[src/rtl/axi4_write_arbiter.sv]
// Two-master AXI4 write-channel arbiter: one owner per AW/W/B transaction, round-robin on contention.
// Optional beat-count checker enabled by defining AXI4_ARB_BEAT_CHECK_EN.
module axi4_write_arbiter #(
  parameter int ADDR_WIDTH = 16,
  parameter int DATA_WIDTH = 32
) (
  input  logic                      ACLK,
  input  logic                      ARESETn,
  input  logic [ADDR_WIDTH-1:0]     s0_AWADDR,
  input  logic [7:0]                s0_AWLEN,
  input  logic [2:0]                s0_AWSIZE,
  input  logic [1:0]                s0_AWBURST,
  input  logic                      s0_AWVALID,
  output logic                      s0_AWREADY,
  input  logic [DATA_WIDTH-1:0]     s0_WDATA,
  input  logic [DATA_WIDTH/8-1:0]   s0_WSTRB,
  input  logic                      s0_WLAST,
  input  logic                      s0_WVALID,
  output logic                      s0_WREADY,
  output logic [1:0]                s0_BRESP,
  output logic                      s0_BVALID,
  input  logic                      s0_BREADY,
  input  logic [ADDR_WIDTH-1:0]     s1_AWADDR,
  input  logic [7:0]                s1_AWLEN,
  input  logic [2:0]                s1_AWSIZE,
  input  logic [1:0]                s1_AWBURST,
  input  logic                      s1_AWVALID,
  output logic                      s1_AWREADY,
  input  logic [DATA_WIDTH-1:0]     s1_WDATA,
  input  logic [DATA_WIDTH/8-1:0]   s1_WSTRB,
  input  logic                      s1_WLAST,
  input  logic                      s1_WVALID,
  output logic                      s1_WREADY,
  output logic [1:0]                s1_BRESP,
  output logic                      s1_BVALID,
  input  logic                      s1_BREADY,
  output logic [ADDR_WIDTH-1:0]     m_AWADDR,
  output logic [7:0]                m_AWLEN,
  output logic [2:0]                m_AWSIZE,
  output logic [1:0]                m_AWBURST,
  output logic                      m_AWVALID,
  input  logic                      m_AWREADY,
  output logic [DATA_WIDTH-1:0]     m_WDATA,
  output logic [DATA_WIDTH/8-1:0]   m_WSTRB,
  output logic                      m_WLAST,
  output logic                      m_WVALID,
  input  logic                      m_WREADY,
  input  logic [1:0]                m_BRESP,
  input  logic                      m_BVALID,
  output logic                      m_BREADY,
  output logic [1:0]                grant,
  output logic                      arb_err
);

  localparam logic [1:0] S_IDLE = 2'd0;
  localparam logic [1:0] S_ADDR = 2'd1;
  localparam logic [1:0] S_DATA = 2'd2;
  localparam logic [1:0] S_RESP = 2'd3;

  logic [1:0] state_q, state_d;
  logic [1:0] grant_q, grant_d;
  logic       ptr_q, ptr_d;
  logic       sel, in_addr, in_data, in_resp;
  logic       aw_hs, w_hs, b_hs;

  // Payloads follow the registered owner; only valids/readies are qualified by state.
  assign sel     = grant_q[1];
  assign in_addr = (state_q == S_ADDR);
  assign in_data = (state_q == S_DATA);
  assign in_resp = (state_q == S_RESP);

  assign m_AWADDR  = sel ? s1_AWADDR  : s0_AWADDR;
  assign m_AWLEN   = sel ? s1_AWLEN   : s0_AWLEN;
  assign m_AWSIZE  = sel ? s1_AWSIZE  : s0_AWSIZE;
  assign m_AWBURST = sel ? s1_AWBURST : s0_AWBURST;
  assign m_AWVALID = in_addr & (sel ? s1_AWVALID : s0_AWVALID);
  assign m_WDATA   = sel ? s1_WDATA   : s0_WDATA;
  assign m_WSTRB   = sel ? s1_WSTRB   : s0_WSTRB;
  assign m_WLAST   = sel ? s1_WLAST   : s0_WLAST;
  assign m_WVALID  = in_data & (sel ? s1_WVALID : s0_WVALID);
  assign m_BREADY  = in_resp & (sel ? s1_BREADY : s0_BREADY);

  assign s0_AWREADY = in_addr & grant_q[0] & m_AWREADY;
  assign s1_AWREADY = in_addr & grant_q[1] & m_AWREADY;
  assign s0_WREADY  = in_data & grant_q[0] & m_WREADY;
  assign s1_WREADY  = in_data & grant_q[1] & m_WREADY;
  assign s0_BVALID  = in_resp & grant_q[0] & m_BVALID;
  assign s1_BVALID  = in_resp & grant_q[1] & m_BVALID;
  assign s0_BRESP   = (in_resp & grant_q[0]) ? m_BRESP : 2'b00;
  assign s1_BRESP   = (in_resp & grant_q[1]) ? m_BRESP : 2'b00;

  assign aw_hs = m_AWVALID & m_AWREADY;
  assign w_hs  = m_WVALID & m_WREADY;
  assign b_hs  = m_BVALID & m_BREADY;
  assign grant = grant_q;

  always_comb begin
    state_d = state_q;
    grant_d = grant_q;
    ptr_d   = ptr_q;
    case (state_q)
      S_IDLE: begin
        if (s0_AWVALID | s1_AWVALID) begin
          // Pointer names the preferred master when both are requesting.
          if (s0_AWVALID & s1_AWVALID) grant_d = ptr_q ? 2'b10 : 2'b01;
          else                         grant_d = s1_AWVALID ? 2'b10 : 2'b01;
          state_d = S_ADDR;
        end
      end
      S_ADDR: if (aw_hs) state_d = S_DATA;
      S_DATA: if (w_hs & m_WLAST) state_d = S_RESP;
      S_RESP: begin
        if (b_hs) begin
          state_d = S_IDLE;
          grant_d = 2'b00;
          ptr_d   = ~sel;
        end
      end
      default: begin
        state_d = S_IDLE;
        grant_d = 2'b00;
      end
    endcase
  end

  always_ff @(posedge ACLK or negedge ARESETn) begin
    if (!ARESETn) begin
      state_q <= S_IDLE;
      grant_q <= 2'b00;
      ptr_q   <= 1'b0;
    end else begin
      state_q <= state_d;
      grant_q <= grant_d;
      ptr_q   <= ptr_d;
    end
  end

`ifdef AXI4_ARB_BEAT_CHECK_EN
  logic [7:0] beat_cnt_q, beat_cnt_d;
  logic       arb_err_q, arb_err_d;

  // Counter holds the number of beats still expected after the current one.
  always_comb begin
    beat_cnt_d = beat_cnt_q;
    arb_err_d  = arb_err_q;
    if (aw_hs) begin
      beat_cnt_d = m_AWLEN;
    end else if (w_hs) begin
      beat_cnt_d = beat_cnt_q - 8'd1;
      if (m_WLAST != (beat_cnt_q == 8'd0)) arb_err_d = 1'b1;
    end
  end

  always_ff @(posedge ACLK or negedge ARESETn) begin
    if (!ARESETn) begin
      beat_cnt_q <= 8'd0;
      arb_err_q  <= 1'b0;
    end else begin
      beat_cnt_q <= beat_cnt_d;
      arb_err_q  <= arb_err_d;
    end
  end

  assign arb_err = arb_err_q;
`else
  assign arb_err = 1'b0;
`endif

endmodule

[config.mk]
export PLATFORM = sky130hd
export DESIGN_NAME = axi4_write_arbiter
export DESIGN_NICKNAME = d
export VERILOG_FILES = /design/src/rtl/axi4_write_arbiter.sv
export SDC_FILE = /design/constraint.sdc
export NUM_CORES = 1
export LEC_CHECK = 0
export ABC_AREA = 1
export CORE_AREA = 2 2 88 90
export CTS_CLUSTER_DIAMETER = 30
export DETAILED_ROUTE_END_ITERATION = 10
export DIE_AREA = 0 0 90 92
export HOLD_SLACK_MARGIN = 0.08
export PLACE_DENSITY = 0.68
export SYNTH_ARGS = -nofsm -noshare
export SYNTH_HDL_FRONTEND = slang
export SYNTH_SLANG_ARGS = --single-unit
export TNS_END_PERCENT = 1
[constraint.sdc]
create_clock -name ACLK -period 1.8 [get_ports ACLK]
set_input_delay 0.18 -clock ACLK [delete_from_list [all_inputs] [get_ports ACLK]]
set_output_delay 0.18 -clock ACLK [all_outputs]
set_load 0.02 [all_outputs]
After elaboration in Yosys (flattened, before gate mapping)
Index checks and enable logic that the tools add are counted.
Word-level totals
  flip-flop bits (word level): 5
  bits in latches: 0
  RAM bits: 0
  memory bits (read-only): 0
  word-level logic and storage cells: 59
  memories kept: 0
Operators by class
  add/sub/neg operators: 0
  $mul: 0
  divide/modulo/power cells: 0
  $lt $le $gt $ge: 0
  eq/ne operators: 7
  shifts and indexed selects: 0
  muxes and demuxes: 22
  bitwise logic cells: 22
  reduce and logical (&&, ||, !) cells: 5
Operator list (number)
  $mux W32: 1
  $mux W2: 11
  $and A1 B1 Y1: 20
  $mux W16: 1
  $mux W8: 1
  $pmux W2 S4: 1
  $ne A2 B1 Y1 const B: 3
  $eq A2 B2 Y1 const B: 2
  $mux W1: 4
  $mux W4: 1
  $pmux W2 S2: 1
  $reduce_and A4 Y1: 1
  $mux W3: 1
  $reduce_and A3 Y1: 1
  $eq A2 B1 Y1 const B: 1
  $logic_not A2 Y1: 1
  $ne A2 B2 Y1 const B: 1
  $reduce_and A2 Y1: 1
  $reduce_bool A2 Y1: 1
  $not A1 Y1: 1
  $or A1 B1 Y1: 1

Depth between registers and ports, before layout
Gate-level depths: netlist of run 1.
  word-level depth: 6
  depth in mapped cells: 8

Worst setup path after synthesis of run 1
Ideal clock, no wire load.
  path type: register to output
  start point: reg grant_q[1], in the netlist grant[1]
  end point: out s1_WREADY
  arrival time: 1.263 ns
  path slack: 0.357 ns
  stages on the path, launching flop included: 4
  path buffers: 1
  cells stage by stage: dfrtp_1 -> inv_2 -> buf_2 -> nor3_1
On the way
  word-level cells in the longest chain between the ends: 2
RTL lines
  start: declaration: RTL line 61  | logic [1:0] grant_q, grant_d;
  start signal: assignment: RTL line 133  | grant_q <= grant_d;
  $and A1 B1 Y1 (2 in series): RTL line 86  | assign s1_WREADY = in_data & grant_q[1] & m_WREADY;
  end: declaration: RTL line 33  | output logic s1_WREADY,
No other way between the ends.

Worst setup path after layout of run 1
  start point: reg grant_q[1], in the netlist grant[1]
  end point: out m_AWVALID
On the way
  word-level cells in the longest chain between the ends: 2
RTL lines
  $mux W1: RTL line 76  | assign m_AWVALID = in_addr & (sel ? s1_AWVALID : s0_AWVALID);
  $and A1 B1 Y1: RTL line 76
  end: declaration: RTL line 41  | output logic m_AWVALID,
No other way between the ends.

==> results.yml, run 1 <==
run_status:
  outcome: "finished clean"
worst_setup_path:
  reg2regPathDepth: 8
  crit_chain: "inv_2, buf_12, nand2_1, and3_1, dlygate4sd2_1"
  max_stage_delay_ps: 440
  r2r-end: "grant[0]"
  r2r_setup_slack_ps: 210
  critical_path_required_ps: 1620
  cp_max_fo: 22
  slowest_stage: "dfrtp_2"
  r2r_start: "state_q[0]"
  critPathLaunchType: "flop"
  worstSetupPathType: "flop to output port"
  end_kind: "output port"
  cp.arrival_ps: 1540
clocking:
  clkTransAtPathRegs_ps: 40
  cts_resized: 79
  ctsHoldBuffers: 0
  cts-htree-levels: 1
  cts_setup_buffers: 0
  cts_tree: "yes"
  root_buffer: "clkbuf_8"
  clock_path_buffers: 2
  cts_num_sinks: 5
  insertion_delay_ps: 230
  cts_inserted_buffers: 3
synth:
  synth.most_common_cell: "nand2_1"
  synth_area_um2: 1380
  ys_warn_count: 0
  syn_nets: 445
  ys_types: 26
  ys_seq_area_share_pct: 9.07
  synth_edf_count: 0
  synth_area_per_cell_um2: 4.68
  ys_ff_latch: 5
  synthCells: 295
  async_flop_share_pct: 100
  synth_flop_cell: "dfrtp_1"
  netlist.area_leader.share_pct: 57.9
  yosys.area.top_type: "nand2_1"
  synth_area_leaders: "nand2_1 58%, dfrtp_1 9.1%, inv_1 4.9%"
  synth_common_cells: "213 x nand2_1, 18 x inv_1, 10 x nor2_1"
global_route:
  overflow: 0
  grt_max_degree: 44
  grt_first_pass_wirelength_mm: 12.1
  grt_pass1_vias: 2403
  antenna_found_initial: 0
  grt.total_usage_pct: 17.4
pwr:
  power_density_nw_per_um2: 895
  combPwrFrac_pct: 86.8
  power.share.clock_pct: 6.3
  switching_power_uw: 1800
  p_leak_uw: 0.00202
  p_total_uw: 3370
  swShare_pct: 53.3
  power.share.sequential_pct: 6.8
  ir_drop_uv: 587
  intPower_uw: 1570
layout:
  diodes: 0
  areaGrowthSynthToFinish_pct: 173
  drive_gt1_share_pct: 5.96
  fin_cells: 622
  layout.nets: 671
  n_fill_cell: 783
timing:
  slew_viol_final: 0
  rsz0062_at_grt: "no"
  fmax_ghz: 0.582
  hold_viol: 0
  period_needed_ps: 1720
  finClkSkew_ps: 4.05
  setup_viol: 0
  hold_slack_ps: 177
  tns_ps: 0
  fin_crit_sh_pct: 95.4
routing:
  drcViolationCount: 0
  avgRoutedWirePerCell_um: 12.3
  via_per_inst: 4.08
  drtAntennaViolNets: 0
  first_pass_iters: 4
  vias: 2535
  wl_mm: 7.66
  drtIter0Drc: 63
hold_path:
  hold_class: "input port to async pin"
floorplan:
  row_count: 32
  design.core.area_um2: 7450
  die_w_um: 90
  fp.dieArea_um2: 8280
  start_util_pct: 18.5
  io_pins: 227
  die_y_um: 92
placement:
  place_inst: 618
  hpwlAfterDp_mm: 6.45
  place_congestion: 0.806
  port_buffers: 225
run:
  drv_cap: 0
metrics by stage:
stage	worst slack [ps]	utilization [%]	cell area, um^2
4_1_cts	71.4	50.7	3770
2_1_floorplan	357	-	1380
3_3_place_gp	51.3	51.4	3820
6_report	82.1	50.6	3770
5_1_grt	5.29	50.6	3770
3_5_place_dp	36.2	51.4	3820
cell usage in the layout, fill, tap and decap left out:
cell type,netlist,final
nand2_1,213,213
clkdlybuf4s50_1,0,146
dlygate4sd2_1,0,78
inv_1,18,18
nor2_1,10,10
buf_4,3,7
nand4_1,5,5
ha_1,5,5
buf_12,0,5
nor3_1,4,4
dfrtp_1,5,4
nand2_2,3,3
clkbuf_8,0,3
inv_2,2,2
o21ai_2,2,2
nand2_4,1,1
a21oi_2,1,1
and3_1,1,1
and2_1,1,1
a21oi_4,1,1
nor2_8,1,1
nand3_1,1,1
nand3_2,1,1
or2_2,1,1
a21oi_1,1,1
o21ai_1,1,1
conb_1,1,1
clkinv_2,0,1
dfrtp_2,0,1
clkbuf_2,0,1
routing by layer:
metal	track usage, %	vias to the layer above	routed length, um
met5	0	-	0
li1	-	1322	-
met1	20.6	1082	3050
met2	32.3	114	3940
met3	3.04	17	493
met4	4.62	0	178
worst max path at each step:
stage                       endpoint  slack [ps]  cells after the start  startpoint
after floorplan            s1_WREADY         360                      3    grant[1]
after CTS                  m_AWVALID          70                      5    grant[1]
final                      m_AWVALID          80                      5    grant[1]
after global placement      m_WVALID          50                      5    grant[1]
after global routing       s1_WREADY           5                      5  state_q[0]
after detailed placement  s1_AWREADY          40                      5  state_q[1]
flip-flops by register name (all words and copies together) (netlist names):
name / count
grant: 2
state_q: 2
ptr_q: 1
power groups by stage:
stage               registers, uW  clock network, uW  logic (uW)
floorplan                     231                  0        1650
CTS                           230                215        2960
finish                        231                214        2930
global route                  237                228        3200
detailed placement            233                  0        3280
global placement              226                  0        3250
cells by family after synthesis:
kind of cell	share of synthesized area, %
DFF	9.07
and+or+nand+nor	70.4
AOI/OAI and AO/OA	3.81
buffers and inverters	11.9
other	0.272
adders and majority gates	4.53
cell type report:
| cell class | count | area, um^2 | share of cell area, % |
|---|---|---|---|
| flip-flops and latches | 5 | 126 | 3.35 |
| repair buffers | 237 | 2300 | 61.1 |
| multi-input cells | 254 | 1090 | 29.0 |
| clock inverters | 1 | 5.00 | 0.133 |
| inverters | 20 | 75.1 | 1.99 |
| clock buffers | 3 | 41.3 | 1.10 |
| well taps | 102 | 128 | 3.39 |
worst max-delay path: cells and delay by family (launching register included):
| kind | cells | cell delay, ps |
|---|---|---|
| buf+inv | 3 | 660 |
| flops | 1 | 440 |
| simple gates | 2 | 210 |
No activity file was read; power rests on OpenSTA's default activity.
==> run 2, diff against run 1 <==
--- a/config.mk
+++ b/config.mk
@@ -7,11 +7,12 @@
 export LEC_CHECK = 0
 export ABC_AREA = 1
 export CORE_AREA = 2 2 88 90
-export CTS_CLUSTER_DIAMETER = 30
+export CTS_CLUSTER_DIAMETER = 200
 export DETAILED_ROUTE_END_ITERATION = 10
 export DIE_AREA = 0 0 90 92
 export HOLD_SLACK_MARGIN = 0.08
 export PLACE_DENSITY = 0.68
+export SKIP_LAST_GASP = 1
 export SYNTH_ARGS = -nofsm -noshare
 export SYNTH_HDL_FRONTEND = slang
 export SYNTH_SLANG_ARGS = --single-unit
==> results.yml, run 2 (synthesis results as in run 1) <==
run_status:
  outcome: "finished with violations"
  violations: "setup timing"
placement:
  hpwlAfterDp_mm: 6.45
  dp_slack_ps: 36.2
  port_buffers: 225
  place_inst: 618
  place_congestion: 0.806
layout:
  n_fill_cell: 749
  drive_gt1_share_pct: 5.77
  final_cell_mix: "223 x clkdlybuf4s50_1, 213 x nand2_1, 18 x inv_1"
  layout.nets: 671
  fin_cells: 622
  final_common_cell: "clkdlybuf4s50_1"
  areaGrowthSynthToFinish_pct: 181
  diodes: 0
timing:
  hold_slack_ps: 179
  hold_viol: 0
  fin_crit_sh_pct: 110
  slew_viol_final: 0
  setup_viol: 77
  period_needed_ps: 1980
  tns_ps: -8860
  fmax_ghz: 0.506
  finClkSkew_ps: 2.86
  timing.final.ws_setup_ps: -176
  rsz0062_at_grt: "yes"
clocking:
  clock_path_buffers: 2
  cts-htree-levels: 1
  cts_resized: 1
  cts_setup_buffers: 0
  clkTransAtPathRegs_ps: 40
  cts_inserted_buffers: 3
  cts_tree: "yes"
  ctsHoldBuffers: 0
  root_buffer: "clkbuf_8"
  cts_num_sinks: 5
  insertion_delay_ps: 230
worst_setup_path:
  cp-startpoint: "state_q[1]"
  end_kind: "output port"
  r2r_setup_slack_ps: 200
  reg2regPathDepth: 8
  critPathLaunchType: "flop"
  worstSetupPathType: "flop to output port"
  cp.arrival_ps: 1800
  critical_path_required_ps: 1620
  r2r_start: "state_q[0]"
  cp_max_fo: 4
  r2r-end: "grant[0]"
  crit_end: "s0_AWREADY"
pwr:
  ir_drop_uv: 587
  p_leak_uw: 0.00188
  power_density_nw_per_um2: 957
floorplan:
  fp.dieArea_um2: 8280
  row_count: 32
  start_util_pct: 18.5
  io_pins: 227
  die_w_um: 90
  die_y_um: 92
  design.core.area_um2: 7450
global_route:
  grt.total_usage_pct: 17.4
  grt_pass1_vias: 2417
  grt_max_degree: 44
  antenna_found_initial: 0
  grt_first_pass_wirelength_mm: 12.0
  gr-max-usage-layer: "met2"
  overflow: 0
  met2_usage_pct: 32.1
  grt_util_met3_pct: 3.20
  use_met1_pct: 20.4
routing:
  first_pass_iters: 4
  drtAntennaViolNets: 0
  via_per_inst: 4.07
  vias: 2532
  drtIter0Drc: 54
  avgRoutedWirePerCell_um: 12.3
  wl_mm: 7.65
  drcViolationCount: 0
hold_path:
  hold_class: "input port to async pin"
run:
  drv_cap: 0
run 2: changes by cell type in the layout (fill, tap and decap cells not counted):
| cell | change |
|---|---|
| clkbuf_2 | -1 |
| dlymetal6s2s_1 | +1 |
| clkdlybuf4s50_1 | +77 |
| dlygate4sd2_1 | -77 |
run 2: final cells by class:
class	instances	area, um^2	share of cell area [%]
clock buffers	3	41.3	1.07
clock inverters	1	5.00	0.129
inverters	20	75.1	1.94
multi-input cells	254	1090	28.2
flip-flops and latches	5	126	3.26
well taps	102	128	3.30
repair buffers	237	2410	62.1
run 2: how the worst min path moves through the flow:
| stage | from | endpoint |
|---|---|---|
| 4_1_cts | ARESETn | grant[0] |
| 3_5_place_dp | ARESETn | ptr_q |
| 6_report | ARESETn | state_q[1] |
| 3_3_place_gp | ARESETn | grant[0] |
| 5_1_grt | ARESETn | grant[0] |
| 2_1_floorplan | ARESETn | grant[0] |
run 2: stage by stage:
step	power (uW)	util, %	area, um^2
CTS	3740	52.0	3870
finish	3700	52.0	3870
floorplan	1880	-	1380
detailed placement	3510	51.4	3820
global route	4000	52.0	3870
global placement	3480	51.4	3820
run 2: metal layers:
metal  vias to the layer above  share of wire [%]
met5                         -                  0
met4                         0                2.5
met3                        21                6.4
met2                       110                 51
met1                      1079                 40
li1                       1322                  -
run 2: critical path: stages (launching register included):
cell and delay [ps]:
dfrtp_1 410, inv_1 90, ha_1 200, inv_1 70
nor3_1 180, clkdlybuf4s50_1 630
run 2: power by group:
part           leakage, uW  switching [uW]  internal, uW  total, uW
registers        0.0000609            60.3           170        230
clock network    0.0000255            65.4           149        215
logic              0.00180            1690          1570       3260
total              0.00188            1810          1890       3700
